===== src/rtl/instr_fetch_unit_pkg.sv =====
// rtl/instr_fetch_unit_pkg.sv - shared types and constants for the instruction fetch unit
package instr_fetch_unit_pkg;

    typedef enum logic [1:0] {
        IDLE  = 2'd0,
        REQ   = 2'd1,
        DRAIN = 2'd2
    } ifu_state_t;

    localparam logic [31:0] NOP_INSTR = 32'h0000_0000;
    localparam logic [31:0] PC_STEP   = 32'd4;

    // Force a byte address onto a word boundary
    function automatic logic [31:0] align_pc(input logic [31:0] pc);
        return pc & ~32'h3;
    endfunction

endpackage


===== src/rtl/instr_fetch_unit_fifo.sv =====
// rtl/instr_fetch_unit_fifo.sv - prefetch queue holding {pc, instr} pairs, flush beats push/pop
module ifu_fifo
    import instr_fetch_unit_pkg::*;
#(
    parameter int DEPTH = 4,
    parameter int W     = 64,
    parameter int CNT_W = $clog2(DEPTH) + 1
) (
    input  logic             clk,
    input  logic             rst,
    input  logic             push,
    input  logic [W-1:0]     push_data,
    input  logic             pop,
    input  logic             flush,
    output logic [W-1:0]     head_data,
    output logic [CNT_W-1:0] count,
    output logic             full,
    output logic             empty
);

    localparam int PTR_W = $clog2(DEPTH);

    logic [W-1:0]     mem [DEPTH];
    logic [PTR_W-1:0] rd_ptr;
    logic [PTR_W-1:0] wr_ptr;
    logic             do_push;
    logic             do_pop;

    assign full      = (count == CNT_W'(DEPTH));
    assign empty     = (count == '0);
    assign do_push   = push && !full;
    assign do_pop    = pop && !empty;
    assign head_data = mem[rd_ptr];

    // Storage write; a slot written during a flush is simply never read
    always_ff @(posedge clk) begin
        if (do_push) begin
            mem[wr_ptr] <= push_data;
        end
    end

    // Pointer and occupancy tracking; flush empties the queue regardless of push/pop
    always_ff @(posedge clk) begin
        if (rst || flush) begin
            rd_ptr <= '0;
            wr_ptr <= '0;
            count  <= '0;
        end else begin
            if (do_push) wr_ptr <= wr_ptr + PTR_W'(1);
            if (do_pop)  rd_ptr <= rd_ptr + PTR_W'(1);
            count <= count + CNT_W'(do_push) - CNT_W'(do_pop);
        end
    end

endmodule


===== src/rtl/instr_fetch_unit.sv =====
// rtl/instr_fetch_unit.sv - fetch PC, IM request FSM and prefetch queue front end (option: IFU_PERF_CNT_EN)
module instr_fetch_unit
    import instr_fetch_unit_pkg::*;
#(
    parameter int          DEPTH    = 4,
    parameter int          ADDR_W   = 16,
    parameter logic [31:0] RESET_PC = 32'h0
) (
    input  logic              clk,
    input  logic              rst,
    output logic              IM_REQ,
    output logic [ADDR_W-1:0] IM_ADDR,
    input  logic              IM_ACK,
    input  logic [31:0]       IM_Q,
    output logic [31:0]       INSTRUCTION,
    output logic [31:0]       INSTR_PC,
    output logic              INSTR_VALID,
    input  logic              INSTR_READY,
    input  logic              REDIRECT,
    input  logic [31:0]       NEXT_PC
`ifdef IFU_PERF_CNT_EN
    ,
    output logic [31:0]       FETCH_CNT,
    output logic [31:0]       FLUSH_CNT
`endif
);

    localparam int CNT_W = $clog2(DEPTH) + 1;

    ifu_state_t       state;
    logic [31:0]      fetch_pc;
    logic [31:0]      pc_after;
    logic [31:0]      instr_pc_q;
    logic [63:0]      head_data;
    logic [31:0]      head_pc;
    logic [31:0]      head_instr;
    logic [CNT_W-1:0] count;
    logic [CNT_W-1:0] count_after;
    logic             credit_after;
    logic             push;
    logic             pop;
    logic             full;
    logic             empty;

    // In REQ the outstanding request is always for fetch_pc; a redirect discards its data
    assign push = (state == REQ) && IM_ACK && !REDIRECT;
    assign pop  = !empty && INSTR_READY;

    ifu_fifo #(.DEPTH(DEPTH), .W(64), .CNT_W(CNT_W)) u_fifo (
        .clk       (clk),
        .rst       (rst),
        .push      (push),
        .push_data ({fetch_pc, IM_Q}),
        .pop       (pop),
        .flush     (REDIRECT),
        .head_data (head_data),
        .count     (count),
        .full      (full),
        .empty     (empty)
    );

    assign head_pc     = head_data[63:32];
    assign head_instr  = head_data[31:0];
    assign INSTR_VALID = !empty;
    assign INSTRUCTION = empty ? NOP_INSTR : head_instr;
    assign INSTR_PC    = empty ? instr_pc_q : head_pc;

    // Next fetch address and whether another request fits after this cycle's push/pop
    always_comb begin
        pc_after = fetch_pc;
        if (REDIRECT) begin
            pc_after = align_pc(NEXT_PC);
        end else if (push) begin
            pc_after = fetch_pc + PC_STEP;
        end
        count_after  = count + CNT_W'(push) - CNT_W'(pop);
        credit_after = (count_after < CNT_W'(DEPTH));
    end

    // Fetch FSM with registered request outputs held stable until acknowledged
    always_ff @(posedge clk) begin
        if (rst) begin
            state    <= IDLE;
            fetch_pc <= RESET_PC;
            IM_REQ   <= 1'b0;
            IM_ADDR  <= RESET_PC[ADDR_W+1:2];
        end else begin
            fetch_pc <= pc_after;
            unique case (state)
                IDLE: begin
                    if (!REDIRECT && !full) begin
                        state   <= REQ;
                        IM_REQ  <= 1'b1;
                        IM_ADDR <= pc_after[ADDR_W+1:2];
                    end
                end
                REQ: begin
                    if (REDIRECT && !IM_ACK) begin
                        state <= DRAIN;
                    end else if (IM_ACK) begin
                        IM_ADDR <= pc_after[ADDR_W+1:2];
                        if (!REDIRECT && !credit_after) begin
                            state  <= IDLE;
                            IM_REQ <= 1'b0;
                        end
                    end
                end
                DRAIN: begin
                    if (IM_ACK) begin
                        state   <= REQ;
                        IM_ADDR <= pc_after[ADDR_W+1:2];
                    end
                end
                default: begin
                    state  <= IDLE;
                    IM_REQ <= 1'b0;
                end
            endcase
        end
    end

    // Last presented PC, shown again while the queue is empty
    always_ff @(posedge clk) begin
        if (rst) begin
            instr_pc_q <= 32'h0;
        end else if (!empty) begin
            instr_pc_q <= head_pc;
        end
    end

`ifdef IFU_PERF_CNT_EN
    logic drain_discard;
    assign drain_discard = (state == DRAIN) && IM_ACK;

    // Fetched-word and flush-event counters, free-running with natural wrap
    always_ff @(posedge clk) begin
        if (rst) begin
            FETCH_CNT <= 32'h0;
            FLUSH_CNT <= 32'h0;
        end else begin
            FETCH_CNT <= FETCH_CNT + 32'(push);
            FLUSH_CNT <= FLUSH_CNT + 32'(REDIRECT) + 32'(drain_discard);
        end
    end
`endif

endmodule


===== config.mk =====
export PLATFORM = sky130hd
export DESIGN_NAME = instr_fetch_unit
export DESIGN_NICKNAME = d
export VERILOG_FILES = /design/src/rtl/instr_fetch_unit_pkg.sv /design/src/rtl/instr_fetch_unit_fifo.sv /design/src/rtl/instr_fetch_unit.sv
export SDC_FILE = /design/constraint.sdc
export NUM_CORES = 1
export LEC_CHECK = 0
export CAP_MARGIN = 20
export CORE_UTILIZATION = 55
export CTS_CLUSTER_DIAMETER = 60
export DETAILED_ROUTE_END_ITERATION = 16
export PLACE_DENSITY_LB_ADDON = 0.25
export SYNTH_ARGS = -nofsm -noshare
export SYNTH_HDL_FRONTEND = slang
export SYNTH_HIERARCHICAL = 1
export SYNTH_SLANG_ARGS = --single-unit

===== constraint.sdc =====
create_clock -name clk -period 3.8 [get_ports clk]
set_input_delay 0.76 -clock clk [delete_from_list [all_inputs] [get_ports clk]]
set_output_delay 0.76 -clock clk [all_outputs]
set_load 0.02 [all_outputs]

==> flow_summary_export.csv, run 1 <==
group,metric,value,unit
timing,finalCritPeriodShare,0.926,
global_route,antenna_found_initial,0,
finish,syn2layout_area_growth,22.7,%
synthesis,synthDistinctLibCells,58,
cts,cts_sinks,346,
setup_path,path_delay_family,"buffers and inverters",
setup_path,cp.required,3.04,ns
run,maxCapViolCount,0,
finish,nNetsFinal,1097,
floorplan,die_y,161,um
global_route,overflow,0,
power_and_ir_drop,power.density,509,mW/mm^2
cts,cts_tree,"done",
synthesis,synth_common_cells,"edfxtp_1 (256), dfxtp_1 (90), nor2b_1 (71)",
routing,viasPerCell,5.59,
timing,period_needed,3.52,ns
routing,initialDrtViolationCount,516,
routing,ant_nets,0,
floorplan,num_rows,57,
routing,drtPass1Iterations,5,
cts,clock_latency,0.51,ns
cts,cts_made_buffers,36,
synthesis,ys_seq_area_frac,0.686,
power_and_ir_drop,peakVddDrop,0.000280,V
setup_path,cp.depth,4,
timing,grt_setup_unrepaired,"false",
cts,clockBufferDepth,3,
setup_path,cp-start-kind,"register",
timing,finalSetupViolCount,0,
floorplan,core-area,0.0245,mm^2
placement,dp_hpwl,16200,um
routing,wl_met3,1340,um
synthesis,avgSynthCellArea,16.4,um^2
finish,seq_area,0.00949,mm^2
synthesis,ys.flop_type,"edfxtp_1",
synthesis,yosysWarningCount,6,
synthesis,netlist_instances,845,
routing,wl_met2,12700,um
setup_path,crit_fanout,25,
timing,slew_violations,0,
routing,met1_length,12000,um
placement,dpl.cell_count,1300,
routing,totalWireLength,26500,um
floorplan,die_width,161,um
synthesis,ys_top_cells_by_area,"edfxtp_1 (56%), dfxtp_1 (13%), mux4_2 (10%)",
synthesis,syn_area,0.0138,mm^2
setup_path,path_cells,"buf_12, mux4_2, mux2_2, clkdlybuf4s50_1",
floorplan,ios,151,
timing,clock.fmax,284,MHz
synthesis,synth_edf_count,256,
floorplan,dieArea,0.0258,mm^2
routing,num_vias,7639,
setup_path,cp_num_buf_inv,2,
global_route,grt_pass1_vias,7681,
finish,multiInputGateArea,0.00406,mm^2
global_route,track_usage,0.213,
setup_path,critPathKind,"register to output pin",
placement,gp_congestion,0.866,
cts,cts_root_buf,"clkbuf_16",
outcome,status,"complete, no violations",
finish,fillers,1635,
placement,io_buffers,148,
timing,hold_viol,0,
routing,avgRoutedWirePerCell,19.4,um
setup_path,crit_slowest_cell,"clkdlybuf4s50_1",
cts,ctsHoldBuffers,0,
timing,worst_pin_slew,0.643,ns
cts,ctsResizeCount,0,
synthesis,yosysMostFrequentCell,"edfxtp_1",
setup_path,cpPeakStageDelay,0.59,ns
timing,fin_setup_tns,0,ns
power_and_ir_drop,p_leak,5.65,nW
timing,clock_skew,0.0117,ns
routing,top_layer_used,"met4",
worst_hold_path,min_path_type,"register to register",
finish,stdcell_count,1366,
floorplan,start_util,0.565,
global_route,grt_pass1_wl,42200,um
finish,n_antenna_cell,0,
global_route,grt_max_degree,84,
routing,drc_errors,0,
synthesis,ys_ff_latch,346,
synthesis,synth_top_area_share,0.556,
setup_path,end_kind,"output pin",
setup_path,ff2ff_path_depth,12,
cts,post_cts.repair.setup_buffers,0,
timing,slew_headroom,0.568,
synthesis,synth-async-reset-ratio,0,
synthesis,synth.largest_area_cell,"edfxtp_1",
finish,drive_gt1_frac,0.183,
worst_hold_path,min_delay_path_depth,2,
cts,clkTransAtPathRegs,0.06,ns
setup_path,worstPathArrival,2.76,ns
cts,htree_levels,2,
path summary, 6_finish.rpt:
path / start / to / slack [ns]
min reg2reg: IM_ADDR[2] / IM_ADDR[2] / 0.46
max: register / INSTR_PC[31] / 0.28
min: IM_ADDR[2] / IM_ADDR[2] / 0.46
max reg2reg: u_fifo/count[1] / u_fifo/count[2] / 0.70
final cells by class:
cell class / count / share of cell area
clock buffers: 51 / 0.0600
multi-input cells: 443 / 0.239
repair buffers: 166 / 0.102
well taps: 324 / 0.0239
flip-flops and latches: 346 / 0.560
clock inverters: 15 / 0.00988
inverters: 21 / 0.00465
cell families after synthesis:
group	count (synthesis)	synth area share
compound gates	62	0.0305
xor+xnor	30	0.0190
fa+ha+maj	14	0.0132
buf+inv	63	0.0220
flops	346	0.686
mux	102	0.135
other cells	1	0.000271
simple gates	227	0.0938
routing by layer:
layer	vias to the layer above	global-route usage
met2	227	0.342
met4	0	0.0675
met3	33	0.0346
met5	-	0
li1	3562	-
met1	3817	0.301
flip-flops by register name, summed over array words and instances (netlist names), named ones only:
signal         flops
u_fifo/mem       256
instr_pc_q        32
fetch_pc          30
IM_ADDR           16
u_fifo/count       3
state              2
u_fifo/rd_ptr      2
u_fifo/wr_ptr      2
IM_REQ             1
worst min-delay path, delay by kind of cell, from the launching register on:
kind             cells  cell delay (ns)
AO/OA/AOI/OAI        1             0.06
AND/OR/NAND/NOR      1             0.05
flip-flops           1             0.31
cells in the final DEF, fill, tap and decap left out, types with 18 or more instances in the layout:
master and count:
clkbuf_16 37, clkdlybuf4s50_1 147, dfxtp_1 88, edfxtp_1 256, inv_1 21, mux2_2 33
mux4_2 64, nand2_1 25, nor2_1 35, nor2b_1 71, nor3_1 18
report_power, final:
group,switching [mW],internal [mW]
Clock,1.38,2.09
Combinational,0.450,0.403
Sequential,0.0989,4.22
Total,1.93,6.71
metrics by stage:
step	setup slack, ns	total power [mW]	hold WS [ns]	utilization	instance area [um^2]
after floorplan	0.473	4.88	0.462	-	13800
after global placement	0.439	5.23	0.453	0.645	15800
after detailed placement	0.404	5.24	0.451	0.645	15800
after CTS	0.210	8.72	0.467	0.693	17000
after global routing	0.143	8.95	0.481	0.693	17000
final	0.279	8.64	0.463	0.693	17000
Power figures use the tool's default switching activity.
==> inputs of run 2 (changes only) <==
Settings changed: SETUP_SLACK_MARGIN set to 0.3.
==> flow_summary_export.csv, run 2 (synthesis gave the netlist of run 1 again) <==
group,metric,value,unit
outcome,status,"complete, no violations",
routing,viasPerCell,5.58,
routing,drtPass1Iterations,5,
power_and_ir_drop,switchingPower,1.93,mW
power_and_ir_drop,peakVddDrop,0.000282,V
timing,slew_headroom,0.570,
setup_path,ff2ff_path_depth,14,
finish,multiInputGateArea,0.00406,mm^2
finish,layout_common_cells,"edfxtp_1 (256), clkdlybuf4s50_1 (147), dfxtp_1 (88), nor2b_1 (71), mux4_2 (64)",
routing,num_vias,7644,
power_and_ir_drop,p_leak,5.67,nW
placement,dp_hpwl,16200,um
routing,totalWireLength,26600,um
worst_hold_path,min_delay_path_depth,2,
setup_path,crit_fanout,47,
finish,n_antenna_cell,0,
routing,initialDrtViolationCount,512,
cts,cts_made_buffers,36,
setup_path,reg2reg_to,"u_fifo/count[2]",
timing,finalCritPeriodShare,0.880,
timing,clock_skew,0.0112,ns
timing,fin_setup_tns,0,ns
routing,wl_met3,1340,um
timing,clock.fmax,299,MHz
run,maxCapViolCount,0,
finish,stdcell_count,1369,
setup_path,critPathLaunch,"u_fifo/count[1]",
setup_path,cp-endpoint,"INSTR_PC[31]",
global_route,grt_max_degree,84,
global_route,antenna_found_initial,0,
power_and_ir_drop,power.share.switching,0.223,
floorplan,core-area,0.0245,mm^2
cts,htree_levels,2,
placement,io_buffers,148,
finish,reg.largest.list,"u_fifo/mem: 256 flops, instr_pc_q: 32 flops, fetch_pc: 30 flops",
global_route,track_usage,0.213,
routing,wl_met2,12700,um
setup_path,cp-start-kind,"register",
power_and_ir_drop,combPwrFrac,0.099,
timing,hold_viol,0,
worst_hold_path,min_path_type,"register to register",
timing,finalSetupViolCount,0,
setup_path,rrSetupSlack,0.73,ns
global_route,grt_pass1_vias,7700,
cts,clock_latency,0.51,ns
setup_path,critPathKind,"register to output pin",
floorplan,ios,151,
finish,syn2layout_area_growth,22.9,%
cts,clockBufferDepth,3,
global_route,overflow,0,
placement,placedInstanceArea,0.0158,mm^2
floorplan,die_y,161,um
routing,drc_errors,0,
floorplan,start_util,0.565,
finish,seq_area,0.00949,mm^2
finish,nNetsFinal,1100,
floorplan,die_width,161,um
finish,fillers,1631,
routing,ant_nets,0,
setup_path,worstPathArrival,2.59,ns
finish,final_common_cell,"edfxtp_1",
timing,slew_violations,0,
cts,cts_tree,"done",
floorplan,dieArea,0.0258,mm^2
routing,top_layer_used,"met4",
cts,cts_sinks,346,
finish,largest_reg_flops,256,
finish,finalInstanceArea,0.0170,mm^2
setup_path,r2r-start,"state[1]",
placement,dpl.cell_count,1300,
timing,grt_setup_unrepaired,"false",
floorplan,num_rows,57,
cts,ctsHoldBuffers,0,
power_and_ir_drop,p_clk_frac,0.401,
global_route,grt_pass1_wl,42200,um
timing,worst_pin_slew,0.641,ns
placement,gp_congestion,0.866,
routing,met1_length,12100,um
timing,period_needed,3.35,ns
routing,avgRoutedWirePerCell,19.4,um
setup_path,end_kind,"output pin",
setup_path,cp.required,3.04,ns
cts,cts_root_buf,"clkbuf_16",
power_and_ir_drop,power.density,508,mW/mm^2
power_and_ir_drop,seqPwrFrac,0.500,
finish,drive_gt1_frac,0.186,
power_and_ir_drop,p_int,6.71,mW
cts,clkTransAtPathRegs,0.06,ns
finish,regMostFlops,"u_fifo/mem",
==> run 2: area by class of cell <==
class | instances | share of cell area
flip-flops and latches | 346 | 0.559
repair buffers | 169 | 0.104
well taps | 324 | 0.0239
clock buffers | 51 | 0.0599
clock inverters | 15 | 0.00987
inverters | 21 | 0.00464
multi-input cells | 443 | 0.239
==> run 2: worst max-delay path, stage by stage, from the launching register on <==
cell and delay, ns:
dfxtp_1 0.41, nor3_2 0.32, buf_8 0.35, mux2_2 0.40, clkdlybuf4s50_1 0.59
==> run 2: routing by layer <==
layer | vias to the layer above | track usage
met5 | - | 0
met4 | 0 | 0.0688
met3 | 35 | 0.0346
met2 | 229 | 0.342
met1 | 3812 | 0.301
li1 | 3568 | -
==> run 2: how the worst min path moves through the flow <==
| stage | start | to |
|---|---|---|
| after floorplan | u_fifo/rd_ptr[0] | register |
| after global placement | IM_ADDR[2] | IM_ADDR[2] |
| after detailed placement | IM_ADDR[1] | IM_ADDR[1] |
| after CTS | IM_ADDR[2] | IM_ADDR[2] |
| after global routing | IM_ADDR[1] | IM_ADDR[1] |
| final | IM_ADDR[2] | IM_ADDR[2] |
==> run 2: through the flow <==
step / hold WS, ns / setup WS [ns] / power, mW / utilization
after CTS: 0.467 / 0.375 / 8.72 / 0.694
after detailed placement: 0.451 / 0.404 / 5.24 / 0.645
after floorplan: 0.462 / 0.473 / 4.88 / -
after global routing: 0.481 / 0.330 / 8.95 / 0.695
final: 0.463 / 0.455 / 8.64 / 0.695
after global placement: 0.453 / 0.439 / 5.23 / 0.645
==> run 2: what timing repair did <==
item	CTS	global route
setup endpoints to repair	25	4
hold endpoints to repair	0	0
setup buffers	3	0
resized for setup	1	2
==> run 2: power by group through the flow <==
stage / clock network [mW] / logic [mW] / registers, mW
floorplan: 0 / 0.455 / 4.42
global placement: 0 / 0.841 / 4.39
detailed placement: 0 / 0.850 / 4.39
CTS: 3.54 / 0.859 / 4.32
global route: 3.70 / 0.923 / 4.33
finish: 3.47 / 0.853 / 4.32
==> inputs of run 3 (changes only) <==
Settings changed: CORE_MARGIN set to 1.
==> results of run 3 <==
The final DEF is identical to that of run 2; final timing and power are the same.
